### src/rtl/adder_colours_pkg.sv
// Shared colour encoding and counter indices for the adder result tagger.
package adder_colours_pkg;

  typedef enum logic [1:0] {
    WHITE  = 2'd0,
    BLUE   = 2'd1,
    YELLOW = 2'd2,
    RED    = 2'd3
  } colour_t;

  localparam int NUM_COLOURS    = 4;
  localparam int CNT_IDX_WHITE  = 0;
  localparam int CNT_IDX_BLUE   = 1;
  localparam int CNT_IDX_YELLOW = 2;
  localparam int CNT_IDX_RED    = 3;

endpackage

### src/rtl/adder_result_tagger_if.sv
// Operand/result input bundle and FIFO drain port of the adder result tagger.
interface adder_result_tagger_if #(
  parameter int WIDTH = 8
);
  logic             in_valid;
  logic [WIDTH-1:0] in_a;
  logic [WIDTH-1:0] in_b;
  logic             in_cin;
  logic [WIDTH-1:0] dut_sum;
  logic             dut_cout;

  logic             out_valid;
  logic             out_ready;
  logic [1:0]       out_colour;
  logic [WIDTH-1:0] out_a;
  logic [WIDTH-1:0] out_b;
  logic [WIDTH-1:0] out_sum;
  logic             out_cin;
  logic             out_cout;

  modport master (
    output in_valid, in_a, in_b, in_cin, dut_sum, dut_cout, out_ready,
    input  out_valid, out_colour, out_a, out_b, out_sum, out_cin, out_cout
  );

  modport slave (
    input  in_valid, in_a, in_b, in_cin, dut_sum, dut_cout, out_ready,
    output out_valid, out_colour, out_a, out_b, out_sum, out_cin, out_cout
  );
endinterface

### src/rtl/adder_tag_fifo.sv
// Synchronous FIFO for tagged events; head data reads 0 while empty.
module adder_tag_fifo #(
  parameter int W     = 8,
  parameter int DEPTH = 16
) (
  input  logic                       clk,
  input  logic                       rst_n,
  input  logic                       push_i,
  input  logic [W-1:0]               data_i,
  input  logic                       pop_i,
  output logic [W-1:0]               data_o,
  output logic                       full_o,
  output logic                       empty_o,
  output logic [$clog2(DEPTH+1)-1:0] level_o
);
  localparam int AW = $clog2(DEPTH);
  localparam int LW = $clog2(DEPTH+1);

  logic [W-1:0]  mem_q [DEPTH];
  logic [AW-1:0] wr_ptr_q, wr_ptr_d;
  logic [AW-1:0] rd_ptr_q, rd_ptr_d;
  logic [LW-1:0] level_q, level_d;
  logic          do_push, do_pop;

  assign empty_o = (level_q == '0);
  assign full_o  = (level_q == LW'(DEPTH));
  assign level_o = level_q;
  assign data_o  = empty_o ? '0 : mem_q[rd_ptr_q];

  // A full FIFO still accepts a push when the head leaves in the same cycle.
  assign do_pop  = pop_i && !empty_o;
  assign do_push = push_i && (!full_o || do_pop);

  always_comb begin
    wr_ptr_d = wr_ptr_q;
    rd_ptr_d = rd_ptr_q;
    level_d  = level_q;
    if (do_push) wr_ptr_d = wr_ptr_q + AW'(1);
    if (do_pop)  rd_ptr_d = rd_ptr_q + AW'(1);
    if (do_push && !do_pop)      level_d = level_q + LW'(1);
    else if (!do_push && do_pop) level_d = level_q - LW'(1);
  end

  always_ff @(posedge clk or negedge rst_n) begin
    if (!rst_n) begin
      wr_ptr_q <= '0;
      rd_ptr_q <= '0;
      level_q  <= '0;
    end else begin
      wr_ptr_q <= wr_ptr_d;
      rd_ptr_q <= rd_ptr_d;
      level_q  <= level_d;
    end
  end

  always_ff @(posedge clk) begin
    if (do_push) mem_q[wr_ptr_q] <= data_i;
  end
endmodule

### src/rtl/adder_result_tagger.sv
// Adder result checker: classifies each result by colour, counts, and queues severe events.
// Build option ADDER_TAGGER_SIGNED_OVF_EN: signed overflow of a matching result also reports YELLOW.
module adder_result_tagger
  import adder_colours_pkg::*;
#(
  parameter int WIDTH      = 8,
  parameter int DEPTH      = 16,
  parameter int CNT_WIDTH  = 16,
  parameter int MIN_COLOUR = 2
) (
  input  logic                       clk,
  input  logic                       rst_n,
  input  logic                       clear,
  adder_result_tagger_if.slave       bus,
  output logic [$clog2(DEPTH+1)-1:0] level,
  output logic [CNT_WIDTH-1:0]       cnt_white,
  output logic [CNT_WIDTH-1:0]       cnt_blue,
  output logic [CNT_WIDTH-1:0]       cnt_yellow,
  output logic [CNT_WIDTH-1:0]       cnt_red,
  output logic [CNT_WIDTH-1:0]       drop_cnt,
  output logic                       overflow
);
  typedef struct packed {
    colour_t          colour;
    logic [WIDTH-1:0] a;
    logic [WIDTH-1:0] b;
    logic [WIDTH-1:0] sum;
    logic             cin;
    logic             cout;
  } evt_t;

  localparam int         EVT_W = $bits(evt_t);
  localparam logic [1:0] MIN_C = 2'(MIN_COLOUR);

  logic [WIDTH:0] exp_res;
  logic           mismatch, yel;
  evt_t           evt_d, evt_q;
  logic           s1_vld_q;

  always_comb begin
    exp_res  = {1'b0, bus.in_a} + {1'b0, bus.in_b} + {{WIDTH{1'b0}}, bus.in_cin};
    mismatch = ({bus.dut_cout, bus.dut_sum} != exp_res);
`ifdef ADDER_TAGGER_SIGNED_OVF_EN
    yel = bus.dut_cout ||
          ((bus.in_a[WIDTH-1] == bus.in_b[WIDTH-1]) && (bus.dut_sum[WIDTH-1] != bus.in_a[WIDTH-1]));
`else
    yel = bus.dut_cout;
`endif
    evt_d.a    = bus.in_a;
    evt_d.b    = bus.in_b;
    evt_d.sum  = bus.dut_sum;
    evt_d.cin  = bus.in_cin;
    evt_d.cout = bus.dut_cout;
    if (mismatch)               evt_d.colour = RED;
    else if (yel)               evt_d.colour = YELLOW;
    else if (bus.dut_sum == '0) evt_d.colour = BLUE;
    else                        evt_d.colour = WHITE;
  end

  always_ff @(posedge clk or negedge rst_n) begin
    if (!rst_n) begin
      s1_vld_q <= 1'b0;
      evt_q    <= '0;
    end else begin
      s1_vld_q <= bus.in_valid;
      if (bus.in_valid) evt_q <= evt_d;
    end
  end

  // Stage 2: count, then queue or drop.
  logic             push_req, pop, full, empty, drop_ev;
  logic [EVT_W-1:0] head_bits;
  evt_t             head;

  assign push_req = s1_vld_q && (evt_q.colour >= MIN_C);
  assign pop      = !empty && bus.out_ready;
  assign drop_ev  = push_req && full && !pop;

  logic [NUM_COLOURS-1:0][CNT_WIDTH-1:0] cnt_all;

  for (genvar c = 0; c < NUM_COLOURS; c++) begin : g_cnt
    logic [CNT_WIDTH-1:0] cnt_q, cnt_d;
    always_comb begin
      cnt_d = cnt_q;
      if (clear) cnt_d = '0;
      else if (s1_vld_q && (evt_q.colour == 2'(c)) && (cnt_q != '1))
        cnt_d = cnt_q + CNT_WIDTH'(1);
    end
    always_ff @(posedge clk or negedge rst_n) begin
      if (!rst_n) cnt_q <= '0;
      else        cnt_q <= cnt_d;
    end
    assign cnt_all[c] = cnt_q;
  end

  assign cnt_white  = cnt_all[CNT_IDX_WHITE];
  assign cnt_blue   = cnt_all[CNT_IDX_BLUE];
  assign cnt_yellow = cnt_all[CNT_IDX_YELLOW];
  assign cnt_red    = cnt_all[CNT_IDX_RED];

  logic [CNT_WIDTH-1:0] drop_q, drop_d;
  logic                 ovf_q, ovf_d;

  always_comb begin
    drop_d = drop_q;
    ovf_d  = ovf_q;
    if (clear) begin
      drop_d = '0;
      ovf_d  = 1'b0;
    end else if (drop_ev) begin
      if (drop_q != '1) drop_d = drop_q + CNT_WIDTH'(1);
      ovf_d = 1'b1;
    end
  end

  always_ff @(posedge clk or negedge rst_n) begin
    if (!rst_n) begin
      drop_q <= '0;
      ovf_q  <= 1'b0;
    end else begin
      drop_q <= drop_d;
      ovf_q  <= ovf_d;
    end
  end

  assign drop_cnt = drop_q;
  assign overflow = ovf_q;

  adder_tag_fifo #(.W(EVT_W), .DEPTH(DEPTH)) u_fifo (
    .clk     (clk),
    .rst_n   (rst_n),
    .push_i  (push_req),
    .data_i  (evt_q),
    .pop_i   (pop),
    .data_o  (head_bits),
    .full_o  (full),
    .empty_o (empty),
    .level_o (level)
  );

  assign head           = evt_t'(head_bits);
  assign bus.out_valid  = !empty;
  assign bus.out_colour = head.colour;
  assign bus.out_a      = head.a;
  assign bus.out_b      = head.b;
  assign bus.out_sum    = head.sum;
  assign bus.out_cin    = head.cin;
  assign bus.out_cout   = head.cout;
endmodule

### src/flat_wrapper.sv
// flat-port wrapper written by rule: the top's interface ports become plain ports
module adder_result_tagger_flat import adder_colours_pkg::*;
#(
  parameter int WIDTH      = 8,
  parameter int DEPTH      = 16,
  parameter int CNT_WIDTH  = 16,
  parameter int MIN_COLOUR = 2
)
  (clk, rst_n, clear, level, cnt_white, cnt_blue, cnt_yellow, cnt_red, drop_cnt, overflow, bus_in_valid, bus_in_a, bus_in_b, bus_in_cin, bus_dut_sum, bus_dut_cout, bus_out_ready, bus_out_valid, bus_out_colour, bus_out_a, bus_out_b, bus_out_sum, bus_out_cin, bus_out_cout);
  adder_result_tagger_if #(.WIDTH(WIDTH)) bus_i ();
  input  logic clk;
  input  logic rst_n;
  input  logic clear;
  output logic [$clog2(DEPTH+1)-1:0] level;
  output logic [CNT_WIDTH-1:0] cnt_white;
  output logic [CNT_WIDTH-1:0] cnt_blue;
  output logic [CNT_WIDTH-1:0] cnt_yellow;
  output logic [CNT_WIDTH-1:0] cnt_red;
  output logic [CNT_WIDTH-1:0] drop_cnt;
  output logic overflow;
  input wire logic [$bits(bus_i.in_valid)-1:0] bus_in_valid;
  input wire logic [$bits(bus_i.in_a)-1:0] bus_in_a;
  input wire logic [$bits(bus_i.in_b)-1:0] bus_in_b;
  input wire logic [$bits(bus_i.in_cin)-1:0] bus_in_cin;
  input wire logic [$bits(bus_i.dut_sum)-1:0] bus_dut_sum;
  input wire logic [$bits(bus_i.dut_cout)-1:0] bus_dut_cout;
  input wire logic [$bits(bus_i.out_ready)-1:0] bus_out_ready;
  output wire logic [$bits(bus_i.out_valid)-1:0] bus_out_valid;
  output wire logic [$bits(bus_i.out_colour)-1:0] bus_out_colour;
  output wire logic [$bits(bus_i.out_a)-1:0] bus_out_a;
  output wire logic [$bits(bus_i.out_b)-1:0] bus_out_b;
  output wire logic [$bits(bus_i.out_sum)-1:0] bus_out_sum;
  output wire logic [$bits(bus_i.out_cin)-1:0] bus_out_cin;
  output wire logic [$bits(bus_i.out_cout)-1:0] bus_out_cout;
  assign bus_i.in_valid = bus_in_valid;
  assign bus_i.in_a = bus_in_a;
  assign bus_i.in_b = bus_in_b;
  assign bus_i.in_cin = bus_in_cin;
  assign bus_i.dut_sum = bus_dut_sum;
  assign bus_i.dut_cout = bus_dut_cout;
  assign bus_i.out_ready = bus_out_ready;
  assign bus_out_valid = bus_i.out_valid;
  assign bus_out_colour = bus_i.out_colour;
  assign bus_out_a = bus_i.out_a;
  assign bus_out_b = bus_i.out_b;
  assign bus_out_sum = bus_i.out_sum;
  assign bus_out_cin = bus_i.out_cin;
  assign bus_out_cout = bus_i.out_cout;
  adder_result_tagger #(.WIDTH(WIDTH), .DEPTH(DEPTH), .CNT_WIDTH(CNT_WIDTH), .MIN_COLOUR(MIN_COLOUR)) u_core (.clk(clk), .rst_n(rst_n), .clear(clear), .bus(bus_i), .level(level), .cnt_white(cnt_white), .cnt_blue(cnt_blue), .cnt_yellow(cnt_yellow), .cnt_red(cnt_red), .drop_cnt(drop_cnt), .overflow(overflow));
endmodule
### config.mk
export PLATFORM = sky130hd
export DESIGN_NAME = adder_result_tagger_flat
export DESIGN_NICKNAME = d
export VERILOG_FILES = /design/src/rtl/adder_colours_pkg.sv /design/src/rtl/adder_result_tagger_if.sv /design/src/rtl/adder_tag_fifo.sv /design/src/rtl/adder_result_tagger.sv /design/src/flat_wrapper.sv
export SDC_FILE = /design/constraint.sdc
export NUM_CORES = 1
export LEC_CHECK = 0
export ABC_AREA = 1
export CELL_PAD_IN_SITES_DETAIL_PLACEMENT = 0
export CELL_PAD_IN_SITES_GLOBAL_PLACEMENT = 1
export CORE_ASPECT_RATIO = 1.1
export CORE_MARGIN = 2
export CORE_UTILIZATION = 43
export DETAILED_ROUTE_END_ITERATION = 12
export PLACE_DENSITY_LB_ADDON = 0.1
export SETUP_SLACK_MARGIN = 0.4
export SYNTH_ARGS = -nofsm -noshare
export SYNTH_HDL_FRONTEND = slang
export SYNTH_SLANG_ARGS = --single-unit
### constraint.sdc
create_clock -name clk -period 2.71 [get_ports clk]
set_input_delay 0.271 -clock clk [delete_from_list [all_inputs] [get_ports clk]]
set_output_delay 0.271 -clock clk [all_outputs]
set_load 0.1 [all_outputs]
==> flow_summary.yaml <==
status:
  status: "complete, but fails checks"
  violations: "setup timing"
power_and_ir_drop:
  p_leak_nw: 11.5
  vdd_ir_drop_max_v: 0.000734
  powerDensity_nw_per_um2: 1190
clock_network:
  cts.sinks: 571
  clk_pin_slew_worst_paths_ps: 60
  cts_tree: "yes"
  cts_buffers: 58
  cts_root_buffer: "clkbuf_16"
  clk_path_buf_depth: 3
  h-tree-depth: 2
  insertion_delay_ps: 640
place:
  portBuffers: 145
  post-place-ws_ps: -17.8
  hpwl_um: 40200
  dpl_cell_area_um2: 27600
  gp_congestion: 0.872
floorplanning:
  initial_core_util_pct: 43.4
  num_io_pins: 146
  die_area_um2: 58500
  core-area_um2: 56000
  die_h_um: 253
  die_x_um: 231
  num_rows: 91
setup_path:
  cp_data_arrival_time_ps: 2600
  endpoint_kind: "primary output"
  crit_type: "reg -> out"
  startpoint_type: "flip-flop"
  worst-path-max-fanout: 8
  cp_data_required_time_ps: 2440
  r2r.worst_path.cells: 17
logic_synthesis:
  syn_avg_cell_area_um2: 11.3
  synth_area_leaders: "edfxtp_1 55%, dfrtp_1 13%, nor2_1 5.9%, o21ai_0 5.9%, nand2_1 4.1%"
  yosysMostFrequentCell: "edfxtp_1"
  yosys.area.top_type: "edfxtp_1"
  ys_seq_area_share_pct: 68.0
  synthArstFlopShare_pct: 21.5
  synth_top_cells_by_count: "448 x edfxtp_1, 382 x nor2_1, 286 x o21ai_0"
  synth_top_flop_cell: "edfxtp_1"
  yosysWarnings: 0
  netlist_area_um2: 24300
  syn_nets: 2210
  synth_enable_flop_cells: 448
  synthDistinctLibCells: 46
  postSynthCellCount: 2155
  netlist.area_leader.share_pct: 55.3
  synth-seq-cells: 571
job:
  cap_violations: 0
grt:
  grt-ovfl-total: 0
  grt_pass1_vias: 17870
  antenna_found_initial: 2
  grt_pass1_wl_um: 111000
  grt_max_degree: 59
  grt_usage_pct: 25.4
finish:
  stdcell_area_um2: 31900
  final_core_utilization_pct: 56.9
  area_growth_pct: 31.0
  diodes: 0
  finish.net_count: 2459
  drive_gt1_share_pct: 23.4
sta:
  finalCriticalPeriod_ps: 2870
  timing.hold.ws_ps: 140
  fin_crit_sh_pct: 106
  tns_ps: -3140
  max_slew_margin_pct: 52.6
  hold_viol: 0
  clock_skew_ps: 24.0
  fmax_mhz: 348
  rsz0062_at_grt: "yes"
  slew_viol_final: 0
  finalWorstSetupSlack_ps: -163
  setup_viol: 28
  tightest_slew_ps: 710
drt:
  first_iter_violations: 1581
  wire_per_inst_um: 23.4
  wirelength_um: 74700
  vias: 18053
  drt_pass1_iterations: 5
  drcViolationCount: 0
  antenna_left: 0
  viasPerCell: 5.65
hold_path:
  hold_class: "in -> async"
[worst paths after layout]
| check | to | start | slack (ps) |
|---|---|---|---|
| min in group clk | u_core.evt_q[15] | bus_in_b[5] | 240 |
| setup / recovery | bus_out_b[5] | u_core.u_fifo.rd_ptr_q[0] | -160 |
| hold reg to reg | u_core.overflow | u_core.overflow | 500 |
| max in group asynchronous | u_core.u_fifo.rd_ptr_q[0] | rst_n | 1850 |
| hold / removal | u_core.cnt_blue[11] | rst_n | 140 |
| setup reg to reg | u_core.u_fifo.level_o[4] | u_core.u_fifo.level_o[0] | 180 |
[cells in the final DEF, fill, tap and decap left out, types with 9 or more instances in the layout]
cell type	instances
nand3_1	87
o21ai_1	39
o221ai_1	62
o31ai_1	20
o221ai_2	18
nor2_4	25
buf_6	17
buf_16	36
clkbuf_16	62
a21oi_2	11
o22ai_1	22
xor2_1	26
nand2_1	256
edfxtp_1	448
o22ai_2	10
nand4_1	27
nor2_2	31
buf_4	139
dfrtp_1	115
a21oi_1	26
ha_1	18
nand3_2	14
buf_12	67
nor2_1	329
bufinv_16	9
clkinv_2	10
nor3_1	25
a21oi_4	21
inv_1	90
o21ai_2	35
o21ai_0	222
clkdlybuf4s50_1	29
[layout make-up]
type	count	area, µm²
inverter	104	419
multi-input combinational	1371	7870
clock buffer	71	1550
tap	744	931
clock inverter	37	452
timing repair buffer	298	4080
fill	4737	24200
sequential	571	16600
[kinds of logic after synthesis]
group,Yosys count,synth area share (%)
and+or+nand+nor,819,13.9
DFF,571,68.0
AOI/OAI and AO/OA,494,11.9
buffers and inverters,213,3.63
xor gates and xnor gates,34,1.23
adders and majority gates,24,1.33
[metrics by stage]
stage               instances  power, mW
floorplan                2155       20.1
global placement         3007       25.3
detailed placement       3007       25.5
CTS                      3182       37.3
global route             3196       39.4
finish                   3196       38.1
[metal layers]
| metal | part of all wire, % | up-vias | GRT usage (%) | routed length (µm) |
|---|---|---|---|---|
| met2 | 49 | 645 | 43.1 | 36500 |
| met4 | 2.8 | 4 | 7.59 | 2070 |
| met5 | 0.033 | - | 0 | 25 |
| met3 | 6.8 | 128 | 4.41 | 5110 |
| met1 | 42 | 9011 | 33.5 | 31000 |
| li1 | - | 8265 | - | - |
[critical path, stage by stage (launching register included)]
cell and delay [ps]:
dfrtp_4 510, buf_12 210, buf_12 150, buf_12 120, buf_16 120, buf_12 100, o21ai_2 40, o221ai_1 190
nand3_1 140, a21oi_4 190, buf_12 190
[power by group]
| part | switching, mW | leakage [nW] | internal, mW |
|---|---|---|---|
| combinational | 11.6 | 4.92 | 7.20 |
| sequential | 0.526 | 5.62 | 10.4 |
| clock | 3.48 | 0.964 | 4.93 |
| total | 15.6 | 11.5 | 22.5 |
[repair_timing]
action / CTS / global route
setup buffers: 35 / 10
hold buffers: 1 / 0
resized for setup: 150 / 124
cloned: 31 / 4
setup endpoints to repair: 30 / 116
pin swaps: 77 / 74
hold endpoints to repair: 49 / 0
[flip-flops by register name, summed over array words and instances (netlist names)]
register and flops:
u_core.u_fifo.rd_ptr_q 4, u_core.s1_vld_q 1, u_core.u_fifo.wr_ptr_q 4, u_core.cnt_red 16, u_core.overflow 1, u_core.u_fifo.level_o 5
u_core.cnt_blue 16, u_core.evt_q 28, u_core.drop_cnt 16, u_core.cnt_yellow 16, u_core.u_fifo.mem_q 448, u_core.cnt_white 16
Power figures use the tool's default switching activity.
